<file path="config.mk">
export PLATFORM = sky130hd
export DESIGN_NAME = spi_copy_sequencer
export DESIGN_NICKNAME = d
export VERILOG_FILES = /design/src/rtl/spi_copy_sequencer_pkg.sv /design/src/rtl/spi_wait_timer.sv /design/src/rtl/spi_copy_sequencer.sv
export SDC_FILE = /design/constraint.sdc
export NUM_CORES = 1
export LEC_CHECK = 0
export CAP_MARGIN = 15
export CORE_UTILIZATION = 51
export CTS_CLUSTER_SIZE = 20
export DETAILED_ROUTE_END_ITERATION = 10
export GPL_TIMING_DRIVEN = 0
export PLACE_DENSITY = 0.78
export SYNTH_ARGS = -nofsm -noshare
export SYNTH_HDL_FRONTEND = slang
export SYNTH_SLANG_ARGS = --single-unit
</file>
<file path="constraint.sdc">
create_clock -name system_clk -period 2.7 [get_ports system_clk]
set_input_delay 0.54 -clock system_clk [delete_from_list [all_inputs] [get_ports system_clk]]
set_output_delay 0.54 -clock system_clk [all_outputs]
set_load 0.1 [all_outputs]
</file>
<file path="src/rtl/spi_copy_sequencer_pkg.sv">
// Shared definitions for the ROM A to ROM B flash copy sequencer.
package spi_copy_sequencer_pkg;

    localparam int unsigned PAGE_BYTES_DEF   = 256;
    localparam int unsigned SECTOR_BYTES_DEF = 4096;
    localparam int unsigned LEN_W            = 9;

    typedef enum logic [3:0] {
        StIdle,
        StSettle,
        StChunk,
        StErase,
        StWaitEr,
        StRead,
        StWaitRd,
        StProg,
        StWaitPp,
        StNext,
        StDone,
        StFail
    } copy_state_e;

endpackage

</file>
<file path="src/rtl/spi_wait_timer.sv">
// Loadable down-counter shared by the mux settle delay and the engine watchdog.
// expired is high whenever the count sits at zero.
module spi_wait_timer
    import spi_copy_sequencer_pkg::*;
#(
    parameter int unsigned WIDTH = 25
) (
    input  logic             system_clk,
    input  logic             system_reset_n,
    input  logic             clear,
    input  logic             load,
    input  logic [WIDTH-1:0] load_value,
    input  logic             enable,
    output logic             expired
);

    logic [WIDTH-1:0] count_q;

    // Count down while enabled; clear wins over load, load wins over counting.
    always_ff @(posedge system_clk or negedge system_reset_n) begin
        if (!system_reset_n) begin
            count_q <= '0;
        end else if (clear) begin
            count_q <= '0;
        end else if (load) begin
            count_q <= load_value;
        end else if (enable && (count_q != '0)) begin
            count_q <= count_q - WIDTH'(1);
        end
    end

    assign expired = (count_q == '0);

endmodule

</file>
<file path="src/rtl/spi_copy_sequencer.sv">
// Copies an inclusive byte range from flash ROM A to ROM B in page-aligned chunks,
// erasing each destination sector once before its first program.
module spi_copy_sequencer
    import spi_copy_sequencer_pkg::*;
#(
    parameter int unsigned ADDR_W       = 32,
    parameter int unsigned PAGE_BYTES   = PAGE_BYTES_DEF,
    parameter int unsigned SECTOR_BYTES = SECTOR_BYTES_DEF,
    parameter int unsigned SETTLE_CYC   = 16,
    parameter int unsigned TIMEOUT_CYC  = 1 << 24
) (
    input  logic              system_clk,
    input  logic              system_reset_n,
    input  logic              start,
    input  logic              abort,
    input  logic [ADDR_W-1:0] src_start_addr,
    input  logic [ADDR_W-1:0] src_end_addr,
    input  logic [ADDR_W-1:0] dst_start_addr,
    output logic              rd_req,
    output logic [ADDR_W-1:0] rd_addr,
    output logic [LEN_W-1:0]  rd_len,
    input  logic              rd_done,
    output logic              er_req,
    output logic [ADDR_W-1:0] er_addr,
    input  logic              er_done,
    output logic              pp_req,
    output logic [ADDR_W-1:0] pp_addr,
    output logic [LEN_W-1:0]  pp_len,
    input  logic              pp_done,
    output logic              mux_sel,
    output logic              busy_n,
    output logic              completed_n,
    output logic              error
);

    localparam int unsigned MAX_WAIT = (SETTLE_CYC > TIMEOUT_CYC) ? SETTLE_CYC : TIMEOUT_CYC;
    localparam int unsigned TMR_W    = $clog2(MAX_WAIT + 1);

    localparam logic [ADDR_W-1:0] PAGE_MASK   = ADDR_W'(PAGE_BYTES - 1);
    localparam logic [ADDR_W-1:0] SECTOR_MASK = ADDR_W'(SECTOR_BYTES - 1);
    localparam logic [ADDR_W:0]   PAGE_SPAN   = (ADDR_W+1)'(PAGE_BYTES);

    copy_state_e       state_q;
    logic [ADDR_W-1:0] src_q;
    logic [ADDR_W-1:0] dst_q;
    // One extra bit so a full address-space span is representable.
    logic [ADDR_W:0]   remaining_q;
    logic [LEN_W-1:0]  len_q;
    logic [ADDR_W-1:0] last_erased_q;
    logic              first_chunk_q;

    logic [ADDR_W:0]   page_room;
    logic [ADDR_W:0]   chunk_wide;
    logic [LEN_W-1:0]  chunk_len;
    logic [ADDR_W-1:0] sector_base;
    logic              need_erase;
    logic              abort_hit;

    logic              tmr_clear;
    logic              tmr_load;
    logic [TMR_W-1:0]  tmr_value;
    logic              tmr_enable;
    logic              tmr_expired;

    // Chunk size is capped by the bytes left in the current destination page.
    always_comb begin
        page_room   = PAGE_SPAN - {1'b0, dst_q & PAGE_MASK};
        chunk_wide  = (remaining_q < page_room) ? remaining_q : page_room;
        chunk_len   = LEN_W'(chunk_wide);
        sector_base = dst_q & ~SECTOR_MASK;
        need_erase  = first_chunk_q || (sector_base != last_erased_q);
        abort_hit   = abort && (state_q != StIdle) && (state_q != StDone) &&
                      (state_q != StFail);
    end

    // Timer is armed for the settle delay on start and for the watchdog on each
    // request, so it holds a fresh full budget on entry to every wait state.
    always_comb begin
        tmr_clear  = 1'b0;
        tmr_load   = 1'b0;
        tmr_value  = '0;
        tmr_enable = 1'b0;
        case (state_q)
            StIdle: begin
                if (start) begin
                    tmr_load  = 1'b1;
                    tmr_value = TMR_W'(SETTLE_CYC - 1);
                end
            end
            StErase, StRead, StProg: begin
                tmr_load  = 1'b1;
                tmr_value = TMR_W'(TIMEOUT_CYC - 1);
            end
            StSettle, StWaitEr, StWaitRd, StWaitPp: tmr_enable = 1'b1;
            StDone, StFail:                         tmr_clear  = 1'b1;
            default: ;
        endcase
    end

    spi_wait_timer #(
        .WIDTH (TMR_W)
    ) u_wait_timer (
        .system_clk     (system_clk),
        .system_reset_n (system_reset_n),
        .clear          (tmr_clear),
        .load           (tmr_load),
        .load_value     (tmr_value),
        .enable         (tmr_enable),
        .expired        (tmr_expired)
    );

    // Sequencer FSM with registered request, address and status outputs.
    always_ff @(posedge system_clk or negedge system_reset_n) begin
        if (!system_reset_n) begin
            state_q       <= StIdle;
            src_q         <= '0;
            dst_q         <= '0;
            remaining_q   <= '0;
            len_q         <= '0;
            last_erased_q <= '0;
            first_chunk_q <= 1'b1;
            rd_req        <= 1'b0;
            rd_addr       <= '0;
            rd_len        <= '0;
            er_req        <= 1'b0;
            er_addr       <= '0;
            pp_req        <= 1'b0;
            pp_addr       <= '0;
            pp_len        <= '0;
            mux_sel       <= 1'b0;
            busy_n        <= 1'b1;
            completed_n   <= 1'b1;
            error         <= 1'b0;
        end else begin
            // Requests are single-cycle pulses.
            rd_req <= 1'b0;
            er_req <= 1'b0;
            pp_req <= 1'b0;
            if (abort_hit) begin
                state_q <= StFail;
            end else begin
                case (state_q)
                    StIdle: begin
                        if (start) begin
                            src_q         <= src_start_addr;
                            dst_q         <= dst_start_addr;
                            first_chunk_q <= 1'b1;
                            completed_n   <= 1'b1;
                            error         <= 1'b0;
                            if (src_end_addr < src_start_addr) begin
                                state_q <= StFail;
                            end else begin
                                remaining_q <= {1'b0, src_end_addr} - {1'b0, src_start_addr} +
                                               (ADDR_W+1)'(1);
                                mux_sel     <= 1'b1;
                                busy_n      <= 1'b0;
                                state_q     <= StSettle;
                            end
                        end
                    end
                    StSettle: begin
                        if (tmr_expired) state_q <= StChunk;
                    end
                    StChunk: begin
                        len_q   <= chunk_len;
                        state_q <= need_erase ? StErase : StRead;
                    end
                    StErase: begin
                        er_req  <= 1'b1;
                        er_addr <= sector_base;
                        state_q <= StWaitEr;
                    end
                    StWaitEr: begin
                        // A done coinciding with the request cycle cannot be a response.
                        if (er_done && !er_req) begin
                            last_erased_q <= er_addr;
                            first_chunk_q <= 1'b0;
                            state_q       <= StRead;
                        end else if (tmr_expired) begin
                            state_q <= StFail;
                        end
                    end
                    StRead: begin
                        rd_req  <= 1'b1;
                        rd_addr <= src_q;
                        rd_len  <= len_q;
                        state_q <= StWaitRd;
                    end
                    StWaitRd: begin
                        if (rd_done && !rd_req) state_q <= StProg;
                        else if (tmr_expired)   state_q <= StFail;
                    end
                    StProg: begin
                        pp_req  <= 1'b1;
                        pp_addr <= dst_q;
                        pp_len  <= len_q;
                        state_q <= StWaitPp;
                    end
                    StWaitPp: begin
                        if (pp_done && !pp_req) state_q <= StNext;
                        else if (tmr_expired)   state_q <= StFail;
                    end
                    StNext: begin
                        src_q       <= src_q + ADDR_W'(len_q);
                        dst_q       <= dst_q + ADDR_W'(len_q);
                        remaining_q <= remaining_q - (ADDR_W+1)'(len_q);
                        state_q     <= (remaining_q == (ADDR_W+1)'(len_q)) ? StDone : StChunk;
                    end
                    StDone: begin
                        mux_sel     <= 1'b0;
                        busy_n      <= 1'b1;
                        completed_n <= 1'b0;
                        state_q     <= StIdle;
                    end
                    StFail: begin
                        mux_sel <= 1'b0;
                        busy_n  <= 1'b1;
                        error   <= 1'b1;
                        state_q <= StIdle;
                    end
                    default: state_q <= StIdle;
                endcase
            end
        end
    end

endmodule

</file>
==> reports/qor.yml, run 1 <==
num_vias: 17400
synth_ff_type: "dfrtp_1"
cts_sinks: 265
yosys.area.top_type: "dfrtp_1"
die_h_um: 186
post_drt_wl_per_cell_um: 22.2
final_layout_size_suffix_gt1_share_pct: 27.8
synth_edf_count: 0
crit_start: "src_start_addr[4]"
synth-compound-area-share_pct: 19.8
worst_pin_slew_ns: 1.04
drc: 0
place.gp.congestion: 0.967
root_buffer: "clkbuf_16"
cts_buffer_depth: 3
cp.arrival_ns: 3.40
cts_made_buffers: 28
final_cell_mix: "dfrtp_1, nand2_1, clkdlybuf4s50_1"
n_antenna_cell: 0
via_per_inst: 6.25
regToRegEndpoint: "remaining_q[30]"
yosysSeqAreaShare_pct: 38.5
r2r_start: "len_q[0]"
critPathCaptureType: "register"
synth_area_leaders: "dfrtp_1, ha_1, mux2_2, nand2_1, a21oi_1"
r2r_cells: 13
outcome: "finished with violations"
grt_start_max_net_pins: 96
antenna_found_initial: 0
wl_um: 61700
power_density_nw_per_um2: 1340
grt_pass1_vias: 16600
clk_latency_ns: 0.57
finalMaxSlewViolations: 0
fin_crit_ns: 2.94
fin_nets: 2546
pin_count: 224
htreeDepth: 1
drtIter0Drc: 1867
relSlewSlack_pct: 30.5
cts_tree: "yes"
coreArea_sq_um: 32900
dp_hpwl_um: 41900
synth_top_area_share_pct: 38.0
yosysWarnings: 0
ys_types: 83
final_antenna_net_count: 0
synthArstFlopShare_pct: 100
period_share_pct: 109
skew_ns: 0.0209
io_buffers: 210
power_mw: 31.8
synth_cells: 1943
fillers: 2348
fmax_ghz: 0.340
violations: "setup timing"
dp_cells: 2608
grt_pass1_wl_um: 91900
setup_viol: 38
synthesis.area_sq_um: 17300
cp.required_ns: 3.15
timing.final.ws_setup_ns: -0.244
tns_ns: -2.17
final_util_pct: 72.2
rows: 66
cp_max_fo: 4
grt_overflow: 0
holdCritPathClass: "in2reg"
min_to: "src_q[8]"
ir_worst_vdd_mv: 1.27
p_leak_nw: 10.6
final_common_cell: "dfrtp_1"
die_area_sq_um: 34600
finalHoldViolCount: 0
maxCapViolations: 0
drtPass1Iterations: 8
whs_ns: 0.270
yosys.area_share.xor_xnor_pct: 3.25
area_growth_pct: 38.0
die_w_um: 186
start_kind: "primary input"
critical_path_class: "in2reg"
synth-adder-area-share_pct: 9.68
rsz0062_at_grt: "yes"
holdPathStages: 3
min_from: "src_start_addr[8]"
synth-simple-area-share_pct: 16.9
synth_top_family_by_area: "compound AO/OA/AOI/OAI gates"
ys_seq_elements: 265
syn_area_per_cell_sq_um: 8.88
r2r_setup_slack_ns: -0.14
grtUsageTotal_pct: 34.2
layoutNonFillerInstCount: 2782
start_util_pct: 52.4
clk_pin_slew_ns: 0.07
synth.area.mux_share_pct: 6.51
[stage by stage]
stage	setup slack, ns	cell area, sq um
after CTS	-0.156	22300
after global routing	-0.297	23800
final	-0.244	23800
after detailed placement	-1.65	20200
after floorplan	-0.343	17500
after global placement	-10.39	20200
[routing by layer]
layer  part of all wire, %  global-route usage, %  vias up  routed length, um
met2                    46                   53.4     1004              28200
met3                   9.1                   6.32      194               5620
met5                     0                      0        -                  0
met4                   5.0                   15.4        0               3110
li1                      -                      -     7657                  -
met1                    40                   46.0     8533              24800
[cell usage after synthesis, types with 5 or more instances]
master and number:
a211oi_1 18, a21o_1 27, a21oi_1 153, a22oi_1 11, a2bb2oi_1 14, a31oi_1 46, a41oi_1 5, and2_1 9
and3_1 18, buf_1 13, buf_4 14, clkbuf_1 79, dfrtp_1 262, fa_1 19, ha_1 103, inv_1 111
mux2_2 90, mux2i_1 11, nand2_1 231, nand2b_1 18, nand3_1 37, nand3b_1 5, nand4_1 17, nor2_1 168
nor2b_1 28, nor3_1 36, nor4_1 21, o211ai_1 13, o21a_1 13, o21ai_0 119, o21bai_1 7, o221ai_1 5
o22a_1 28, o22ai_1 27, o31ai_1 5, or3_1 7, or4_1 7, xnor2_1 25, xor2_1 39
[critical path, stage by stage]
cell,delay [ns]
buf_12,0.11
clkinv_4,0.04
ha_4,0.12
inv_2,0.04
fa_2,0.56
nor2b_1,0.06
o21ai_1,0.21
nand4_1,0.17
a21o_1,0.27
a311o_1,0.42
o22ai_4,0.19
o21ai_2,0.08
mux2_4,0.32
a311o_1,0.27
[layout make-up]
| class | instances | area [sq um] | share of cell area, % |
|---|---|---|---|
| Buffer | 105 | 627 | 2.63 |
| Clock buffer | 36 | 761 | 3.20 |
| Clock inverter | 13 | 126 | 0.531 |
| Inverter | 111 | 452 | 1.90 |
| Multi-Input combinational cell | 1465 | 11400 | 47.7 |
| Sequential cell | 265 | 6650 | 27.9 |
| Tap cell | 442 | 553 | 2.32 |
| Timing Repair Buffer | 345 | 3280 | 13.8 |
[how the worst max path moves through the flow]
stage | to | cells past startpoint
floorplan | remaining_q[25] | 13
global placement | pp_addr[19] | 1
detailed placement | remaining_q[17] | 14
CTS | remaining_q[25] | 16
global route | remaining_q[25] | 14
finish | remaining_q[25] | 14
[flip-flops by register name (all words and copies together) (netlist names), 4 cells and up]
name,cells
u_wait_timer.count_q,25
state_q,4
er_addr,20
pp_len,9
rd_len,9
len_q,9
src_q,32
remaining_q,33
pp_addr,32
last_erased_q,20
rd_addr,32
dst_q,32
[timing repair]
| action | in CTS | in global routing |
|---|---|---|
| gates cloned | 3 | 5 |
| buffers inserted | 84 | 43 |
| hold buffers | 1 | 0 |
| gates resized for setup | 291 | 297 |
| endpoints found under the hold margin | 6 | 0 |
| setup endpoints to repair | 189 | 188 |
| pin swaps | 75 | 171 |
[cell families (layout without fill, tap and decap cells)]
kind of cell,after synthesis,in the layout
and+or+nand+nor,626,626
AOI/OAI and AO/OA,540,540
DFF,265,265
buffers and inverters,224,610
adders and majority gates,122,122
muxes,101,101
xor gates and xnor gates,64,64
other,1,12
[power breakdown]
| group | leakage (nW) | internal, mW | switching (mW) |
|---|---|---|---|
| logic | 6.89 | 7.17 | 13.0 |
| clock network | 0.447 | 2.17 | 1.68 |
| registers | 3.25 | 5.77 | 1.99 |
| total | 10.6 | 15.1 | 16.7 |
Note: power is estimated with default switching activity, not from simulation.
==> run 2: changes to the inputs <==
--- a/config.mk
+++ b/config.mk
@@ -6,11 +6,13 @@
 export NUM_CORES = 1
 export LEC_CHECK = 0
 export CAP_MARGIN = 15
-export CORE_UTILIZATION = 51
+export CELL_PAD_IN_SITES_DETAIL_PLACEMENT = 1
+export CELL_PAD_IN_SITES_GLOBAL_PLACEMENT = 1
+export CORE_UTILIZATION = 39
 export CTS_CLUSTER_SIZE = 20
 export DETAILED_ROUTE_END_ITERATION = 10
 export GPL_TIMING_DRIVEN = 0
-export PLACE_DENSITY = 0.78
+export PLACE_DENSITY_LB_ADDON = 0.1
 export SYNTH_ARGS = -nofsm -noshare
 export SYNTH_HDL_FRONTEND = slang
 export SYNTH_SLANG_ARGS = --single-unit
==> run 2 against run 1 <==
  * The flow still finishes with violations (setup timing)
  * Sequential share of layout area down 0.94 points
  * Clock power is 15% higher
  * Clock skew rose by 0.0079 ns
  * Setup slack better by 0.036 ns
  * Combinational power increased by 5%
  * Largest cell class unchanged
==> reports/qor.yml, run 2 (synthesis results as in run 1) <==
drtIter0Drc: 1304  # was 1867
cts_made_buffers: 30  # was 28
root_buffer: "clkbuf_16"  # unchanged
drc: 0  # unchanged
grtUsageTotal_pct: 29.9  # was 34.2%
start_util_pct: 39.8  # was 52.4%
fmax_ghz: 0.344  # was 0.340 GHz
drtPass1Iterations: 5  # was 8
path_buf_inv: 3  # unchanged
crit_chain: "clkdlybuf4s15_2 -> inv_1 -> ha_4 -> ha_1 -> a21o_1 -> a31oi_4 -> nand2_1 -> a21o_1 -> a311o_1 -> buf_4 -> a21oi_4 -> o31ai_2 -> xor2_1 -> o221ai_1"  # was buf_12 -> clkinv_4 -> ha_4 -> inv_2 -> fa_2 -> nor2b_1 -> o21ai_1 -> nand4_1 -> a21o_1 -> a311o_1 -> o22ai_4 -> o21ai_2 -> mux2_4 -> a311o_1
pin_count: 224  # unchanged
slowest_delay_ns: 0.41  # was 0.56 ns
final_layout_size_suffix_gt1_share_pct: 30.5  # was 27.8%
largest_register_ffs: 33  # unchanged
p_leak_nw: 11.0  # was 10.6 nW
area_growth_pct: 42.8  # was 38.0%
final_common_cell: "dfrtp_1"  # unchanged
violations: "setup timing"  # unchanged
dp_cells: 2751  # was 2608
post-place-ws_ns: -1.91  # was -1.65 ns
outcome: "finished with violations"  # unchanged
fin_crit_ns: 2.91  # was 2.94 ns
cp.required_ns: 3.15  # about the same
cts_sinks: 265  # unchanged
final_cell_mix: "dfrtp_1, nand2_1, nor2_1"  # was dfrtp_1, nand2_1, clkdlybuf4s50_1
via_per_inst: 5.85  # was 6.25
rsz0062_at_grt: "yes"  # unchanged
skew_ns: 0.0288  # was 0.0209 ns
cpMaxStageDelayCell: "a311o_1"  # was fa_2
relSlewSlack_pct: 31.8  # was 30.5%
power_density_nw_per_um2: 1360  # was 1340 nW/um^2
finalHoldViolCount: 0  # unchanged
largest-register: "remaining_q"  # unchanged
n_antenna_cell: 0  # unchanged
critPathCaptureType: "register"  # unchanged
tns_ns: -4.04  # was -2.17 ns
holdCritPathClass: "in2reg"  # unchanged
setup_viol: 63  # was 38
clk_latency_ns: 0.59  # was 0.57 ns
cts_buffer_depth: 3  # unchanged
antenna_found_initial: 3  # was 0
start_kind: "primary input"  # unchanged
ir_worst_vdd_mv: 1.45  # was 1.27 mV
power_mw: 33.4  # was 31.8 mW
fin_nets: 2578  # was 2546
place.gp.congestion: 0.928  # was 0.967
cts_tree: "yes"  # unchanged
die_w_um: 212  # was 186 um
layoutNonFillerInstCount: 2961  # was 2782
die_h_um: 212  # was 186 um
maxCapViolations: 0  # unchanged
grt_pass1_vias: 17400  # was 16600
cp_common_cell: "a21o_1"  # was a311o_1
dp_hpwl_um: 48400  # was 41900 um
period_share_pct: 108  # was 109%
cp.arrival_ns: 3.36  # was 3.40 ns
rows: 76  # was 66
finalMaxSlewViolations: 0  # unchanged
post_drt_wl_per_cell_um: 23.9  # was 22.2 um
grt_overflow: 0  # unchanged
cp_max_fo: 3  # was 4
critical_path_class: "in2reg"  # unchanged
clk_pin_slew_ns: 0.06  # was 0.07 ns
wl_um: 70800  # was 61700 um
worst_pin_slew_ns: 1.03  # was 1.04 ns
timing.final.ws_setup_ns: -0.209  # was -0.244 ns
htreeDepth: 1  # unchanged
num_vias: 17300  # was 17400
final_antenna_net_count: 0  # unchanged
io_buffers: 210  # unchanged
grt_pass1_wl_um: 104000  # was 91900 um
die_area_sq_um: 45100  # was 34600 sq um
coreArea_sq_um: 43400  # was 32900 sq um
cp_top_family: "compound AO/OA/AOI/OAI gates"  # unchanged
grt_start_max_net_pins: 110  # was 96
==> run 2: metrics by stage <==
stage	cell area (sq um)	utilization, %	hold slack (ns)
3_5_place_dp	20400	47.1	0.465
2_1_floorplan	17500	-	0.244
3_3_place_gp	20400	46.9	0.459
4_1_cts	23100	53.2	0.267
5_1_grt	24600	56.8	0.306
6_report	24600	56.8	0.290
==> run 2: where the power goes <==
part / internal (mW) / switching (mW)
clock: 2.61 / 1.80
sequential: 5.77 / 2.02
combinational: 7.63 / 13.6
total: 16.0 / 17.4
==> run 2: per-layer routing <==
| metal | part of all wire, % | up-vias | track usage (%) |
|---|---|---|---|
| li1 | - | 7731 | - |
| met2 | 47 | 635 | 49.2 |
| met5 | 0.038 | - | 0 |
| met3 | 6.1 | 137 | 4.18 |
| met1 | 43 | 8822 | 41.1 |
| met4 | 3.5 | 4 | 7.86 |
==> run 2: worst paths after layout <==
path | slack (ns) | cells after the start | from | endpoint
setup / recovery | -0.21 | 14 | src_start_addr[13] | remaining_q[31]
hold / removal | 0.29 | 3 | src_start_addr[6] | src_q[6]
setup reg to reg | -0.19 | 14 | len_q[0] | dst_q[22]
hold reg to reg | 0.47 | 2 | rd_addr[2] | rd_addr[2]
max in group asynchronous | 0.77 | 4 | system_reset_n | er_addr[23]
min in group asynchronous | 0.50 | 2 | system_reset_n | rd_len[4]
==> run 2: cell type report <==
type / instances / area [sq um]
repair buffers: 377 / 3640
inverters: 111 / 458
clock buffers: 43 / 870
clock inverters: 12 / 174
multi-input cells: 1465 / 11400
plain buffers: 103 / 658
fillers: 4875 / 18700
flip-flops and latches: 265 / 6650
well taps: 585 / 732
==> run 2: tightest hold or removal path, stage by stage <==
cell and delay, ns:
buf_2 0.14, nand2_1 0.07, a31oi_1 0.08
==> run 2: timing repair <==
action,4_1_cts,5_1_grt
gates cloned,3,4
setup endpoints to repair,230,191
endpoints found under the hold margin,71,0
pin swaps,105,174
setup buffers,87,75
gates resized for setup,408,292
hold buffers,1,0
